[src/rtl/alu_share_arbiter.sv]
// Shares one combinational 16-bit ALU among NUM_REQ requesters: round-robin grant, registered
// ALU drive, captured result on a valid/ready response. Define ALU_FIXED_PRIO_EN for fixed priority.
module alu_share_arbiter #(
  parameter int NUM_REQ  = 4,
  parameter int ID_WIDTH = 2
) (
  input  logic                    clock,
  input  logic                    reset,
  input  logic [NUM_REQ-1:0]      reqValid,
  output logic [NUM_REQ-1:0]      reqReady,
  input  logic [2*NUM_REQ-1:0]    reqOp,
  input  logic [16*NUM_REQ-1:0]   reqA,
  input  logic [16*NUM_REQ-1:0]   reqB,
  output logic [1:0]              aluSelect,
  output logic [15:0]             aluIn1,
  output logic [15:0]             aluIn2,
  input  logic [15:0]             aluOut,
  output logic                    respValid,
  input  logic                    respReady,
  output logic [15:0]             respData,
  output logic [ID_WIDTH-1:0]     respId,
  output logic                    busy
);

  typedef enum logic [1:0] {IDLE, ISSUE, RESP} state_t;

  state_t              state, state_next;
  logic [ID_WIDTH-1:0] grant;
  logic [ID_WIDTH-1:0] win;
  logic                any_valid;
  logic [1:0]          sel_op;
  logic [15:0]         sel_a;
  logic [15:0]         sel_b;

  assign any_valid = |reqValid;

`ifdef ALU_FIXED_PRIO_EN
  always_comb begin
    win = '0;
    for (int unsigned i = NUM_REQ; i > 0; i--)
      if (reqValid[i-1]) win = ID_WIDTH'(i - 1);
  end
`else
  logic [ID_WIDTH-1:0] last_grant;
  logic                found_hi;

  // Descending scan: lowest valid index above last_grant wins, else wrap to lowest valid index.
  always_comb begin
    win      = '0;
    found_hi = 1'b0;
    for (int unsigned i = NUM_REQ; i > 0; i--) begin
      if (reqValid[i-1]) begin
        if (ID_WIDTH'(i - 1) > last_grant) begin
          win      = ID_WIDTH'(i - 1);
          found_hi = 1'b1;
        end else if (!found_hi) begin
          win = ID_WIDTH'(i - 1);
        end
      end
    end
  end

  always_ff @(posedge clock or posedge reset) begin
    if (reset)
      last_grant <= ID_WIDTH'(NUM_REQ - 1);
    else if (state == RESP && respReady)
      last_grant <= grant;
  end
`endif

  always_comb begin
    sel_op = '0;
    sel_a  = '0;
    sel_b  = '0;
    for (int unsigned i = 0; i < NUM_REQ; i++) begin
      if (win == ID_WIDTH'(i)) begin
        sel_op = reqOp[2*i +: 2];
        sel_a  = reqA[16*i +: 16];
        sel_b  = reqB[16*i +: 16];
      end
    end
  end

  always_ff @(posedge clock or posedge reset) begin
    if (reset) state <= IDLE;
    else       state <= state_next;
  end

  always_comb begin
    state_next = state;
    reqReady   = '0;
    busy       = 1'b0;
    unique case (state)
      IDLE: begin
        if (any_valid) begin
          state_next = ISSUE;
          for (int unsigned i = 0; i < NUM_REQ; i++)
            reqReady[i] = (win == ID_WIDTH'(i));
        end
      end
      ISSUE: begin
        busy       = 1'b1;
        state_next = RESP;
      end
      RESP: begin
        busy = 1'b1;
        if (respReady) state_next = IDLE;
      end
      default: state_next = IDLE;
    endcase
  end

  always_ff @(posedge clock or posedge reset) begin
    if (reset) begin
      aluSelect <= '0;
      aluIn1    <= '0;
      aluIn2    <= '0;
      grant     <= '0;
      respValid <= 1'b0;
      respData  <= '0;
      respId    <= '0;
    end else begin
      case (state)
        IDLE: begin
          if (any_valid) begin
            aluSelect <= sel_op;
            aluIn1    <= sel_a;
            aluIn2    <= sel_b;
            grant     <= win;
          end
        end
        ISSUE: begin
          respData  <= aluOut;
          respId    <= grant;
          respValid <= 1'b1;
        end
        RESP: begin
          if (respReady) respValid <= 1'b0;
        end
        default: ;
      endcase
    end
  end

endmodule

[config.mk]
export PLATFORM = sky130hd
export DESIGN_NAME = alu_share_arbiter
export DESIGN_NICKNAME = d
export VERILOG_FILES = /design/src/rtl/alu_share_arbiter.sv
export SDC_FILE = /design/constraint.sdc
export NUM_CORES = 1
export LEC_CHECK = 0
export ABC_AREA = 1
export BUFFER_PORTS_ARGS = -buffer_cell sky130_fd_sc_hd__buf_2
export CORE_MARGIN = 5
export CORE_UTILIZATION = 49
export CTS_BUF_LIST = sky130_fd_sc_hd__clkbuf_8
export DETAILED_ROUTE_END_ITERATION = 16
export GPL_TIMING_DRIVEN = 0
export PLACE_DENSITY = 0.85
export SYNTH_ARGS = -nofsm -noshare
export SYNTH_HDL_FRONTEND = slang
export SYNTH_SLANG_ARGS = --single-unit
export TNS_END_PERCENT = 100
[constraint.sdc]
create_clock -name clock -period 4.63 [get_ports clock]
set_input_delay 0.2315 -clock clock [delete_from_list [all_inputs] [get_ports clock]]
set_output_delay 0.2315 -clock clock [all_outputs]
set_load 0.02 [all_outputs]
==> results.cfg <==
[timing]
tns_ns = 0
finalHoldViolCount = 0
worst_slack_ns = 2.35
min_period_ns = 2.28
fmax_mhz = 439
max_slew_margin_pct = 64.2
finalMaxSlewViolations = 0
finalClockSkew_ns = 0.00736
rsz0062_at_grt = false
period_share_pct = 49.2
setup_viol = 0
tightest_slew_ns = 0.535

[layout]
final_nets = 966
fin_area_um2 = 5170
final_layout_size_suffix_gt1_share_pct = 33.0
area_growth_pct = 38.2
post-route-util_pct = 70.5
antenna_cells = 0
filler_cell_count = 637

[synth]
ys_seq_area_share_pct = 39.6
yosys.area.top_type = dfrtp_1
synth_cells = 575
syn_nets = 737
syn_avg_cell_area_um2 = 6.50
synthTopCellsByArea = dfrtp_1, nand2_1, inv_1
synth.distinct_cells = 27
synth_seq_cells = 59
synth.top_cell.area_share_pct = 38.2
ys_warn_count = 0
syn-cell-area_um2 = 3740

[clocking]
clkTransAtPathRegs_ns = 0.07
clockBufferDepth = 2
postCtsResizedCells = 0
cts_tree = yes
clockRootBuffer = clkbuf_8
cts_setup_buffers = 0
cts.sinks = 59
htreeDepth = 3
insertion_delay_ns = 0.31
cts-buffers-inserted = 9
holdBufCountCts = 1

[global_route]
overflow = 0
grt_pass1_wl_um = 20800
grt_pass1_vias = 4518
antenna_found_initial = 0
grt_max_degree = 36
grt_use_total_pct = 26.7

[critical_path]
critPathBufInv = 4
critPathMaxFanout = 10
crit_slowest_cell = dfstp_2
worst_setup_path_end_kind = output pin
critical-path-top-delay-family = simple AND/OR/NAND/NOR gates
worstSetupPathType = reg2out
crit_required_ns = 4.40
rr_worst_depth = 10
crit_path_cell_trace = inv_1, nand2_1, nand2_1, nand2_2, nand2_2, nand2_4, inv_2, buf_2, nor3_1, buf_2
timing.rr.start = last_grant[1]$_DFFE_PP1P_
r2r_slack_ns = 2.69
start_kind = register
max_stage_delay_ns = 0.55
arrival_ns = 2.05
worstReg2RegEnd = aluIn1[2]$_DFFE_PP0P_

[pwr]
p_sw_share_pct = 48.6
leakagePower_nw = 3.18
power_density_nw_per_um2 = 642
switchingPower_w = 0.00161
comb_power_share_pct = 58.4
p_clk_share_pct = 13.9
max-vdd-ir-drop_uv = 419
power.internal_w = 0.00170
seq_power_share_pct = 27.7

[drt]
vias_per_cell = 4.95
drtIter0Drc = 230
wl_per_cell_um = 14.2
routed_wl_um = 12900
detail-route-antenna-nets = 0
num_vias = 4490
drcViolationCount = 0
drt_first_pass_iters = 6

[min_path]
hold_path.startpoint = aluOut[1]
holdPathEnd = respData[1]$_DFFE_PP0P_
hp-class = in2reg
hold_path_depth = 3

[placed_design]
place_area_um2 = 4960
portBuffers = 216
dp_hpwl_um = 10300
place_ws_ns = 2.69
gp_congestion = 0.932

[floorplan]
die_h_um = 97.4
die-area_um2 = 9480
core_area_um2 = 7330
rows = 31
die_w_um = 97.4
io_pins = 217
initial_core_util_pct = 51.0

[job]
cap_violations = 0

[run_status]
status = completed
-- cell families (layout without fill, tap and decap cells) --
| logic type | count (synthesis) | in the layout | share of synthesized area [%] |
|---|---|---|---|
| adder cells (fa/ha/maj) | 3 | 3 | 1.00 |
| flip-flops | 59 | 59 | 39.6 |
| AND/OR/NAND/NOR | 360 | 360 | 39.8 |
| AO/OA/AOI/OAI | 43 | 43 | 6.39 |
| buffers and inverters | 110 | 343 | 13.3 |
-- worst reg2reg max path: stages, from the launching register on --
cell and delay, ns:
dfstp_2 0.55, inv_1 0.05, nand2_1 0.08, nand2_1 0.08, nand2_2 0.09, nand2_2 0.10
nand2_1 0.28, buf_2 0.32, nand2_1 0.08, nand4_1 0.14, nand2_1 0.07
-- registers in the layout, indices dropped and copies added, names as in the netlist --
name and count:
respValid 1, aluIn1 16, respId 2, grant 2
last_grant 2, respData 16, aluIn2 16, state 2
aluSelect 2
-- through the flow --
stage | hold WS, ns | total power [W] | instances
after CTS | 0.0946 | 0.00334 | 907
final | 0.108 | 0.00332 | 907
after detailed placement | 0.308 | 0.00286 | 891
after global routing | 0.104 | 0.00361 | 907
after global placement | 0.432 | 0.00280 | 890
after floorplan | 0.321 | 0.00222 | 575
-- per-layer routing --
metal,part of all wire [%],vias to the layer above,track usage [%],wire [µm]
met3,11,39,7.68,1360
met5,0,-,0,0
met1,39,1991,31.3,5010
li1,-,2210,-,-
met4,3.0,0,9.90,384
met2,48,250,46.3,6150
-- power by group through the flow --
stage | Clock [W] | Sequential (W) | Combinational [W]
after CTS | 0.000472 | 0.000918 | 0.00194
after global placement | 0 | 0.000913 | 0.00189
after detailed placement | 0 | 0.000922 | 0.00194
after floorplan | 0 | 0.00120 | 0.00102
final | 0.000460 | 0.000919 | 0.00194
after global routing | 0.000495 | 0.000948 | 0.00216
-- how the worst max path moves through the flow --
stage / start / endpoint / slack [ns] / cells past startpoint
3_5_place_dp: last_grant[1]$_DFFE_PP1P_ / reqReady[2] / 2.69 / 10
3_3_place_gp: reset / aluIn1[13]$_DFFE_PP0P_ / 2.26 / 2
6_report: last_grant[1]$_DFFE_PP1P_ / reqReady[2] / 2.35 / 10
2_1_floorplan: last_grant[1]$_DFFE_PP1P_ / reqReady[2] / 2.75 / 9
4_1_cts: last_grant[1]$_DFFE_PP1P_ / reqReady[2] / 2.34 / 10
5_1_grt: last_grant[1]$_DFFE_PP1P_ / reqReady[2] / 2.20 / 10
-- cell type report --
class                           instances  area [µm²]  area share (%)
Clock buffer                           11         151            2.93
Tap cell                               99         124            2.40
Buffer                                 28         189            3.66
Multi-Input combinational cell        406        1760            34.1
Sequential cell                        59        1480            28.6
Timing Repair Buffer                  218        1110            21.5
Clock inverter                          4        42.5           0.823
Inverter                               82         308            5.96
-- Yosys cell counts, drive strengths merged --
cell type,n
nor3,2
clkbuf,9
nand3b,5
nor2,63
inv,82
ha,3
o21a,2
a21oi,33
dfstp,2
buf,19
o32ai,1
nand2,229
nand3,55
dfrtp,57
o21ai,7
nand4,6
-- cell usage in the layout, fill, tap and decap left out, types with 5 or more instances in the layout --
cell | netlist | routed
o21ai_0 | 7 | 7
dfrtp_1 | 57 | 57
inv_2 | 6 | 7
nand4_1 | 6 | 6
nand2_1 | 225 | 225
clkbuf_1 | 9 | 9
nand3b_1 | 5 | 5
buf_2 | 7 | 223
inv_1 | 76 | 77
a21oi_1 | 31 | 31
buf_6 | 9 | 9
clkbuf_8 | 0 | 11
nor2_1 | 61 | 61
nand3_1 | 54 | 54
No activity file was read; power rests on OpenSTA's default activity.
